**config.mk**
```make
export PLATFORM = sky130hd
export DESIGN_NAME = stall_fifo_buffer
export DESIGN_NICKNAME = d
export VERILOG_FILES = /design/src/rtl/stall_fifo_buffer.sv
export SDC_FILE = /design/constraint.sdc
export NUM_CORES = 1
export LEC_CHECK = 0
export BUFFER_PORTS_ARGS = -buffer_cell sky130_fd_sc_hd__buf_4
export CORE_UTILIZATION = 60
export CTS_CLUSTER_DIAMETER = 60
export DETAILED_ROUTE_END_ITERATION = 7
export PLACE_DENSITY_LB_ADDON = 0.1
export REMOVE_ABC_BUFFERS = 1
export SETUP_SLACK_MARGIN = 0.15
export SYNTH_ARGS = -nofsm -noshare
export SYNTH_HDL_FRONTEND = slang
export SYNTH_SLANG_ARGS = --single-unit
```
**constraint.sdc**
```tcl
create_clock -name clk -period 4.76 [get_ports clk]
set_input_delay 0.476 -clock clk [delete_from_list [all_inputs] [get_ports clk]]
set_output_delay 0.476 -clock clk [all_outputs]
set_load 0.005 [all_outputs]
```
**src/rtl/stall_fifo_buffer.sv**
```systemverilog
// Stall buffer: circular FIFO that holds producer words while downstream is stalled,
// drains them in order, and bypasses with one cycle of latency when empty.
// Optional dropped-word counter enabled by defining STALL_FIFO_OVF_CNT_EN.
module stall_fifo_buffer #(
    parameter int DATA_W    = 32,
    parameter int DEPTH     = 8,
    parameter int AFULL_LVL = 6
) (
    input  logic                       clk,
    input  logic                       reset_n,
    input  logic [DATA_W-1:0]          in_data,
    input  logic                       in_valid,
    input  logic                       stall,
    input  logic                       flush,
    output logic [DATA_W-1:0]          out_data,
    output logic                       out_valid,
    output logic                       full,
    output logic                       almost_full,
    output logic                       empty,
    output logic [$clog2(DEPTH):0]     count,
    output logic                       arbiter_req
`ifdef STALL_FIFO_OVF_CNT_EN
    ,
    output logic [15:0]                ovf_count
`endif
);

    localparam int AW = $clog2(DEPTH);
    localparam int CW = AW + 1;

    logic [DATA_W-1:0] mem [DEPTH];

    logic [AW-1:0]     wr_ptr_q, wr_ptr_d;
    logic [AW-1:0]     rd_ptr_q, rd_ptr_d;
    logic [CW-1:0]     count_q, count_d;
    logic [DATA_W-1:0] out_data_q, out_data_d;
    logic              out_valid_q, out_valid_d;
    logic              arb_req_q, arb_req_d;
    logic              mem_we;
    logic              full_w;

    assign full_w = (count_q == CW'(DEPTH));

    always_comb begin
        wr_ptr_d    = wr_ptr_q;
        rd_ptr_d    = rd_ptr_q;
        count_d     = count_q;
        out_data_d  = out_data_q;
        out_valid_d = out_valid_q;
        arb_req_d   = arb_req_q;
        mem_we      = 1'b0;

        if (flush) begin
            wr_ptr_d    = '0;
            rd_ptr_d    = '0;
            count_d     = '0;
            out_data_d  = '0;
            out_valid_d = 1'b0;
            arb_req_d   = 1'b0;
        end else if (stall) begin
            out_valid_d = 1'b0;
            arb_req_d   = (count_q != '0) | in_valid;
            if (in_valid && !full_w) begin
                mem_we   = 1'b1;
                wr_ptr_d = wr_ptr_q + AW'(1);
                count_d  = count_q + CW'(1);
            end
        end else if (count_q != '0) begin
            // When full, wr_ptr == rd_ptr: the read sees the old word before the write lands.
            out_data_d  = mem[rd_ptr_q];
            out_valid_d = 1'b1;
            arb_req_d   = 1'b1;
            rd_ptr_d    = rd_ptr_q + AW'(1);
            if (in_valid) begin
                mem_we   = 1'b1;
                wr_ptr_d = wr_ptr_q + AW'(1);
            end else begin
                count_d  = count_q - CW'(1);
            end
        end else begin
            out_data_d  = in_data;
            out_valid_d = in_valid;
            arb_req_d   = in_valid;
        end
    end

    always_ff @(posedge clk or negedge reset_n) begin
        if (!reset_n) begin
            wr_ptr_q    <= '0;
            rd_ptr_q    <= '0;
            count_q     <= '0;
            out_data_q  <= '0;
            out_valid_q <= 1'b0;
            arb_req_q   <= 1'b0;
        end else begin
            wr_ptr_q    <= wr_ptr_d;
            rd_ptr_q    <= rd_ptr_d;
            count_q     <= count_d;
            out_data_q  <= out_data_d;
            out_valid_q <= out_valid_d;
            arb_req_q   <= arb_req_d;
        end
    end

    always_ff @(posedge clk) begin
        if (mem_we) begin
            mem[wr_ptr_q] <= in_data;
        end
    end

`ifdef STALL_FIFO_OVF_CNT_EN
    logic [15:0] ovf_q, ovf_d;

    always_comb begin
        ovf_d = ovf_q;
        if (flush) begin
            ovf_d = '0;
        end else if (stall && in_valid && full_w && (ovf_q != '1)) begin
            ovf_d = ovf_q + 16'd1;
        end
    end

    always_ff @(posedge clk or negedge reset_n) begin
        if (!reset_n) begin
            ovf_q <= '0;
        end else begin
            ovf_q <= ovf_d;
        end
    end

    assign ovf_count = ovf_q;
`endif

    assign out_data    = out_data_q;
    assign out_valid   = out_valid_q;
    assign arbiter_req = arb_req_q;
    assign count       = count_q;
    assign full        = full_w;
    assign empty       = (count_q == '0);
    assign almost_full = (count_q >= CW'(AFULL_LVL));

endmodule
```
==> results of run 1 <==
## layer usage
metal,up-vias,GRT usage (%),part of all wire (%)
li1,2585,-,-
met1,3073,32.72,42
met2,185,39.24,50
met3,24,4.832,6.6
met4,0,4.927,1.1
met5,-,0,0
## per-stage QoR
step | cell area, um2 | worst slack [ns] | instances
detailed placement | 12850 | 1.216 | 913
floorplan | 11830 | 0.8302 | 564
global placement | 12850 | 1.419 | 913
finish | 13850 | 1.717 | 970
CTS | 13850 | 1.769 | 970
global route | 13850 | 1.597 | 970
## kinds of logic (layout without fill, tap and decap cells)
family                     Yosys count  after routing  share of synthesized area [%]
DFF                                300            300                          72.90
AOI/OAI and AO/OA                   74             74                          7.597
xor gates and xnor gates             7              7                         0.5086
buffers and inverters               69            177                          3.020
adders and majority gates            5              5                         0.5812
and+or+nand+nor                     74             74                          2.979
muxes                               68             68                          12.41
## flip-flops by register name, summed over array words and instances, names as in the netlist
name,flops
mem,256
out_data,32
count,4
rd_ptr_q,3
wr_ptr_q,3
arbiter_req,1
out_valid,1
## how the worst max path moves through the flow
stage | from | endpoint | slack (ns) | depth (start not counted)
after global routing | stall | mem[3][11]$_DFFE_PP_ | 1.60 | 6
after global placement | stall | mem[5][27]$_DFFE_PP_ | 1.42 | 5
after CTS | stall | mem[3][27]$_DFFE_PP_ | 1.77 | 6
after floorplan | count[3]$_DFFE_PN0P_ | mem[1][0]$_DFFE_PP_ | 0.83 | 4
final | stall | mem[3][27]$_DFFE_PP_ | 1.72 | 6
after detailed placement | stall | mem[3][13]$_DFFE_PP_ | 1.22 | 6
## timing repair
action                    in CTS  in global routing
resized for setup              0                  0
buffers inserted               0                  0
hold endpoints to repair      44                  0
hold buffers                   1                  0
## worst reg2reg max path: stages (launching register included)
cell	delay, ns
dfrtp_1	0.48
xor2_1	0.30
o21ai_1	0.19
or3b_1	0.58
nor2_4	0.61
buf_4	0.44
## area by class of cell
| cell class | count | area, um2 | share of cell area, % |
|---|---|---|---|
| flip-flops and latches | 300 | 8793 | 63.50 |
| clock inverters | 17 | 161.4 | 1.166 |
| inverters | 36 | 136.4 | 0.9849 |
| repair buffers | 85 | 640.6 | 4.626 |
| multi-input cells | 228 | 2958 | 21.36 |
| well taps | 265 | 331.6 | 2.395 |
| clock buffers | 39 | 825.8 | 5.964 |
## where the power goes
part           switching [uW]  internal [uW]
logic                     709            793
clock network             947           1380
registers                 221           3060
total                    1880           5230
## cell usage in the layout, fill, tap and decap left out, drive strengths merged, types with 2 or more instances in the layout
cell    count
o21ai       3
xor2        6
a22oi      32
a21o        2
or3         2
buf        84
nor2       20
mux2        2
o221ai     32
nor3        7
ha          4
mux4       65
nand2b      2
inv        35
edfxtp    256
a21oi       4
dfrtp      44
clkbuf     39
clkinv     14
bufinv      3
nand2      38
==> impl_metrics.py, run 1 <==
metrics = {
    "run_status": {
        "status": "finished clean",
    },
    "pwr": {
        "power_density_mw_per_mm2": 513.4,
        "total_power_uw": 7109,
        "p_leak_uw": 0.004730,
        "worst_ir_drop_vdd_v": 0.0003057,
    },
    "clock_tree": {
        "cts_buffer_depth": 3,
        "clockRootBuffer": "clkbuf_16",
        "path_clk_slew_ns": 0.06,
        "clock_latency_ns": 0.55,
        "cts_buffers": 30,
        "clock_sinks": 300,
        "cts_max_level": 1,
        "cts_tree": "built",
    },
    "synthesis": {
        "synth_top_flop_cell": "edfxtp_1",
        "synth_cell_types": 39,
        "synth_seq_area_share_pct": 72.90,
        "synth_area_leader_cell": "edfxtp_1",
        "ys_ff_latch": 300,
        "yosys_warnings": 0,
        "synth_top_area_share_pct": 63.77,
        "synth.most_common_cell": "edfxtp_1",
        "async_flop_share_pct": 14.67,
        "synth_enable_flop_cells": 256,
        "synth_area_leaders": "edfxtp_1 64%, mux4_2 12%, dfrtp_1 9.1%",
        "netlist_area_mm2": 0.01206,
        "ys_top_cells_by_count": "256 x edfxtp_1, 65 x mux4_2, 44 x dfrtp_1",
        "avgSynthCellArea_um2": 20.19,
        "synth_cells": 597,
    },
    "drt": {
        "via_per_inst": 6.048,
        "wirelength_um": 22910,
        "drtIter0Drc": 383,
        "wl_per_cell_um": 23.62,
        "firstDrtPassIters": 4,
        "ant_nets": 0,
        "drc_errors": 0,
        "num_vias": 5867,
    },
    "min_path": {
        "worstHoldEndpoint": "mem[7][26]$_DFFE_PP_",
        "hold_path_startpoint": "in_data[26]",
        "hp-class": "primary input to flop",
        "hold-path-cell-count": 1,
    },
    "setup_path": {
        "timing.rr.start": "count[3]$_DFFE_PN0P_",
        "path_class": "primary input to flop",
        "critPathRequiredTime_ns": 4.98,
        "crit_arrival_ns": 3.26,
        "crit_family": "simple AND/OR/NAND/NOR gates",
        "cp-end-kind": "flop",
        "path_buf_inv": 2,
        "reg2reg_depth": 5,
        "cp-start-kind": "primary input",
        "cp_slowest_cell": "nor2_4",
        "cp_cell_sequence": "buf_4, xor2_1, o21ai_1, or3b_1, nor2_4, buf_4",
        "cp_slowest_stage_delay_ns": 0.61,
        "critPathMaxFanout": 43,
        "cpMostUsedCell": "buf_4",
        "reg2reg_slack_ns": 1.81,
        "r2r-end": "mem[3][27]$_DFFE_PP_",
    },
    "flow_run": {
        "drv_cap": 0,
    },
    "floorplanning": {
        "dieArea_mm2": 0.02066,
        "start_util_pct": 61.54,
        "dieHeight_um": 143.7,
        "core-area_mm2": 0.01959,
        "rows": 51,
        "die_w_um": 143.7,
        "ios": 78,
    },
    "finish": {
        "area_growth_pct": 14.86,
        "fillCellCount": 1213,
        "drive_gt1_share_pct": 39.15,
        "final_util_pct": 70.68,
        "final_nets": 723,
        "n_antenna_cell": 0,
    },
    "grt": {
        "antenna_found_initial": 0,
        "grt_pass1_wl_um": 35410,
        "grt.overflow.total": 0,
        "grt_pass1_vias": 6232,
        "track_usage_pct": 23.60,
        "grt_max_degree": 50,
    },
    "timing": {
        "grt_setup_unrepaired": "false",
        "tightest_slew_ns": 1.127,
        "finalCritPeriodShare_pct": 63.93,
        "period_needed_ns": 3.043,
        "finalHoldViolations": 0,
        "slew_headroom_pct": 24.72,
        "tns_ns": 0,
        "maxSlewViolCount": 0,
        "setup_viol": 0,
        "whs_ns": 0.1727,
        "max_freq_mhz": 328.6,
        "skew_ns": 0.01348,
    },
    "placed_design": {
        "numPortBuffers": 77,
        "place.gp.congestion": 0.7149,
        "dp_hpwl_um": 12670,
    },
}
(Power assumes the default switching activity.)
==> run 2: changes to the inputs <==
Clock period 4.76 ns to 3.05 ns, I/O delays scaled along.
==> run 2 against run 1 <==
- total power increased by 59%
- largest cell class unchanged
- design area grew 1.2%
- core utilization increased by 0.82 points
==> impl_metrics.py, run 2 (synthesis gave the netlist of run 1 again) <==
metrics = {
    "run_status": {
        "status": "finished clean",
    },
    "placed_design": {
        "numPortBuffers": 77,
        "place.gp.congestion": 0.7560,
        "dp_hpwl_um": 15330,
    },
    "setup_path": {
        "critPathMaxFanout": 32,
        "cp_slowest_cell": "or3b_1",
        "cp_cell_sequence": "xor2_1, o21ai_1, or3b_1, nor2_4, buf_4",
        "critPathRequiredTime_ns": 3.23,
        "path_class": "flop to flop",
        "cp-start-kind": "flop",
        "crit_arrival_ns": 2.69,
        "cp-end-kind": "flop",
        "cp_slowest_stage_delay_ns": 0.59,
    },
    "drt": {
        "ant_nets": 0,
        "wirelength_um": 24350,
        "wl_per_cell_um": 24.77,
        "drtIter0Drc": 531,
        "firstDrtPassIters": 4,
        "num_vias": 6027,
        "drc_errors": 0,
        "via_per_inst": 6.131,
    },
    "clock_tree": {
        "cts_buffers": 30,
        "post_cts_resized": 0,
        "cts_setup_buffers": 0,
        "clock_sinks": 300,
        "clock_latency_ns": 0.55,
        "clockRootBuffer": "clkbuf_16",
        "cts_tree": "built",
        "path_clk_slew_ns": 0.06,
        "cts_buffer_depth": 3,
        "cts_max_level": 1,
        "hold_buffers": 1,
    },
    "pwr": {
        "worst_ir_drop_vdd_v": 0.0005924,
        "internal_power_uw": 8303,
        "swShare_pct": 26.64,
        "clkPwrFrac_pct": 33.1,
        "power_density_mw_per_mm2": 807.9,
        "p_leak_uw": 0.004808,
        "power_frac_comb_pct": 21.6,
        "switchingPower_uw": 3014,
        "seq_power_share_pct": 45.3,
    },
    "finish": {
        "final_util_pct": 71.50,
        "final_nets": 736,
        "n_antenna_cell": 0,
        "regMostFlops": "mem",
        "regArea_mm2": 0.008793,
        "largest_register_ffs": 256,
        "drive_gt1_share_pct": 40.39,
        "mostFrequentLayoutCell": "edfxtp_1",
        "final_cell_mix": "256 x edfxtp_1, 95 x buf_4, 65 x mux4_2",
        "multi_input_area_mm2": 0.002958,
        "fillCellCount": 1194,
        "area_growth_pct": 16.19,
    },
    "timing": {
        "max_freq_mhz": 398.3,
        "finalCritPeriodShare_pct": 82.31,
        "setup_viol": 0,
        "whs_ns": 0.02567,
        "period_needed_ns": 2.511,
        "skew_ns": 0.02420,
        "maxSlewViolCount": 0,
        "finalHoldViolations": 0,
        "slew_headroom_pct": 49.64,
        "grt_setup_unrepaired": "false",
        "tightest_slew_ns": 0.7554,
    },
    "grt": {
        "grt_pass1_wl_um": 36920,
        "antenna_found_initial": 0,
        "grt_max_degree": 45,
        "grt_use_met1_pct": 40.74,
        "busiest_layer": "met1",
        "met3_usage_pct": 3.232,
        "use_met2_pct": 35.82,
        "track_usage_pct": 24.94,
        "grt.overflow.total": 0,
        "grt_pass1_vias": 6114,
    },
    "floorplanning": {
        "dieArea_mm2": 0.02066,
        "ios": 78,
        "start_util_pct": 61.54,
        "core-area_mm2": 0.01959,
        "die_w_um": 143.7,
        "rows": 51,
        "dieHeight_um": 143.7,
    },
    "min_path": {
        "hp-class": "primary input to flop",
    },
    "flow_run": {
        "drv_cap": 0,
    },
}
run 2: cell count changes in the layout (fill, tap and decap cells not counted):
| cell | change |
|---|---|
| buf_12 | +2 |
| buf_4 | +11 |
| bufinv_16 | +1 |
| clkbuf_1 | -3 |
| clkinv_1 | +2 |
| clkinv_2 | -4 |
| clkinv_4 | +1 |
| clkinvlp_4 | +3 |
run 2: stage by stage:
step,setup TNS (ns),instance area [um2],setup WS [ns],cells,total power (uW)
floorplan,-71.80,11830,-0.8798,564,6771
global placement,0,12970,0.6600,926,7607
detailed placement,0,12970,0.5708,926,7682
CTS,0,14010,0.5343,983,11410
global route,0,14010,0.3535,983,11770
finish,0,14010,0.5394,983,11320
run 2: worst paths after layout:
| kind | slack [ns] | end | cells past startpoint | from |
|---|---|---|---|---|
| worst max-delay path | 0.54 | mem[5][28]$_DFFE_PP_ | 5 | count[3]$_DFFE_PN0P_ |
| worst min-delay path | 0.03 | mem[2][0]$_DFFE_PP_ | 1 | in_data[0] |
| worst max register to register | 0.54 | mem[5][28]$_DFFE_PP_ | 5 | count[3]$_DFFE_PN0P_ |
| worst min register to register | 0.60 | rd_ptr_q[2]$_DFFE_PN0P_ | 2 | rd_ptr_q[2]$_DFFE_PN0P_ |
| max in group asynchronous | 2.24 | rd_ptr_q[0]$_DFFE_PN0P_ | 2 | reset_n |
| min in group asynchronous | 0.32 | out_data[25]$_DFFE_PN0P_ | 2 | reset_n |
run 2: power by group through the flow:
stage	Combinational (uW)	Clock [uW]	Sequential, uW
CTS	2480	3790	5140
global placement	2410	0	5200
detailed placement	2460	0	5220
floorplan	1520	0	5250
global route	2650	3950	5170
finish	2440	3740	5130
run 2: critical path: cells and delay by family (launching register included):
family / cells / cell delay, ns
XOR/XNOR: 1 / 0.26
AO/OA/AOI/OAI: 1 / 0.22
flip-flops: 1 / 0.48
buffers and inverters: 1 / 0.41
AND/OR/NAND/NOR: 2 / 0.75
run 2: layout make-up:
| cell class | instances | share of cell area, % |
|---|---|---|
| Clock buffer | 36 | 5.815 |
| Clock inverter | 20 | 1.501 |
| Multi-Input combinational cell | 228 | 21.12 |
| Tap cell | 265 | 2.367 |
| Sequential cell | 300 | 62.78 |
| Inverter | 36 | 0.9736 |
| Timing Repair Buffer | 98 | 5.449 |
run 2: per-layer routing:
metal | part of all wire [%] | wire length [um]
met3 | 6.1 | 1490
met5 | 0 | 0
met2 | 45 | 11000
met4 | 1.8 | 434
met1 | 47 | 11420
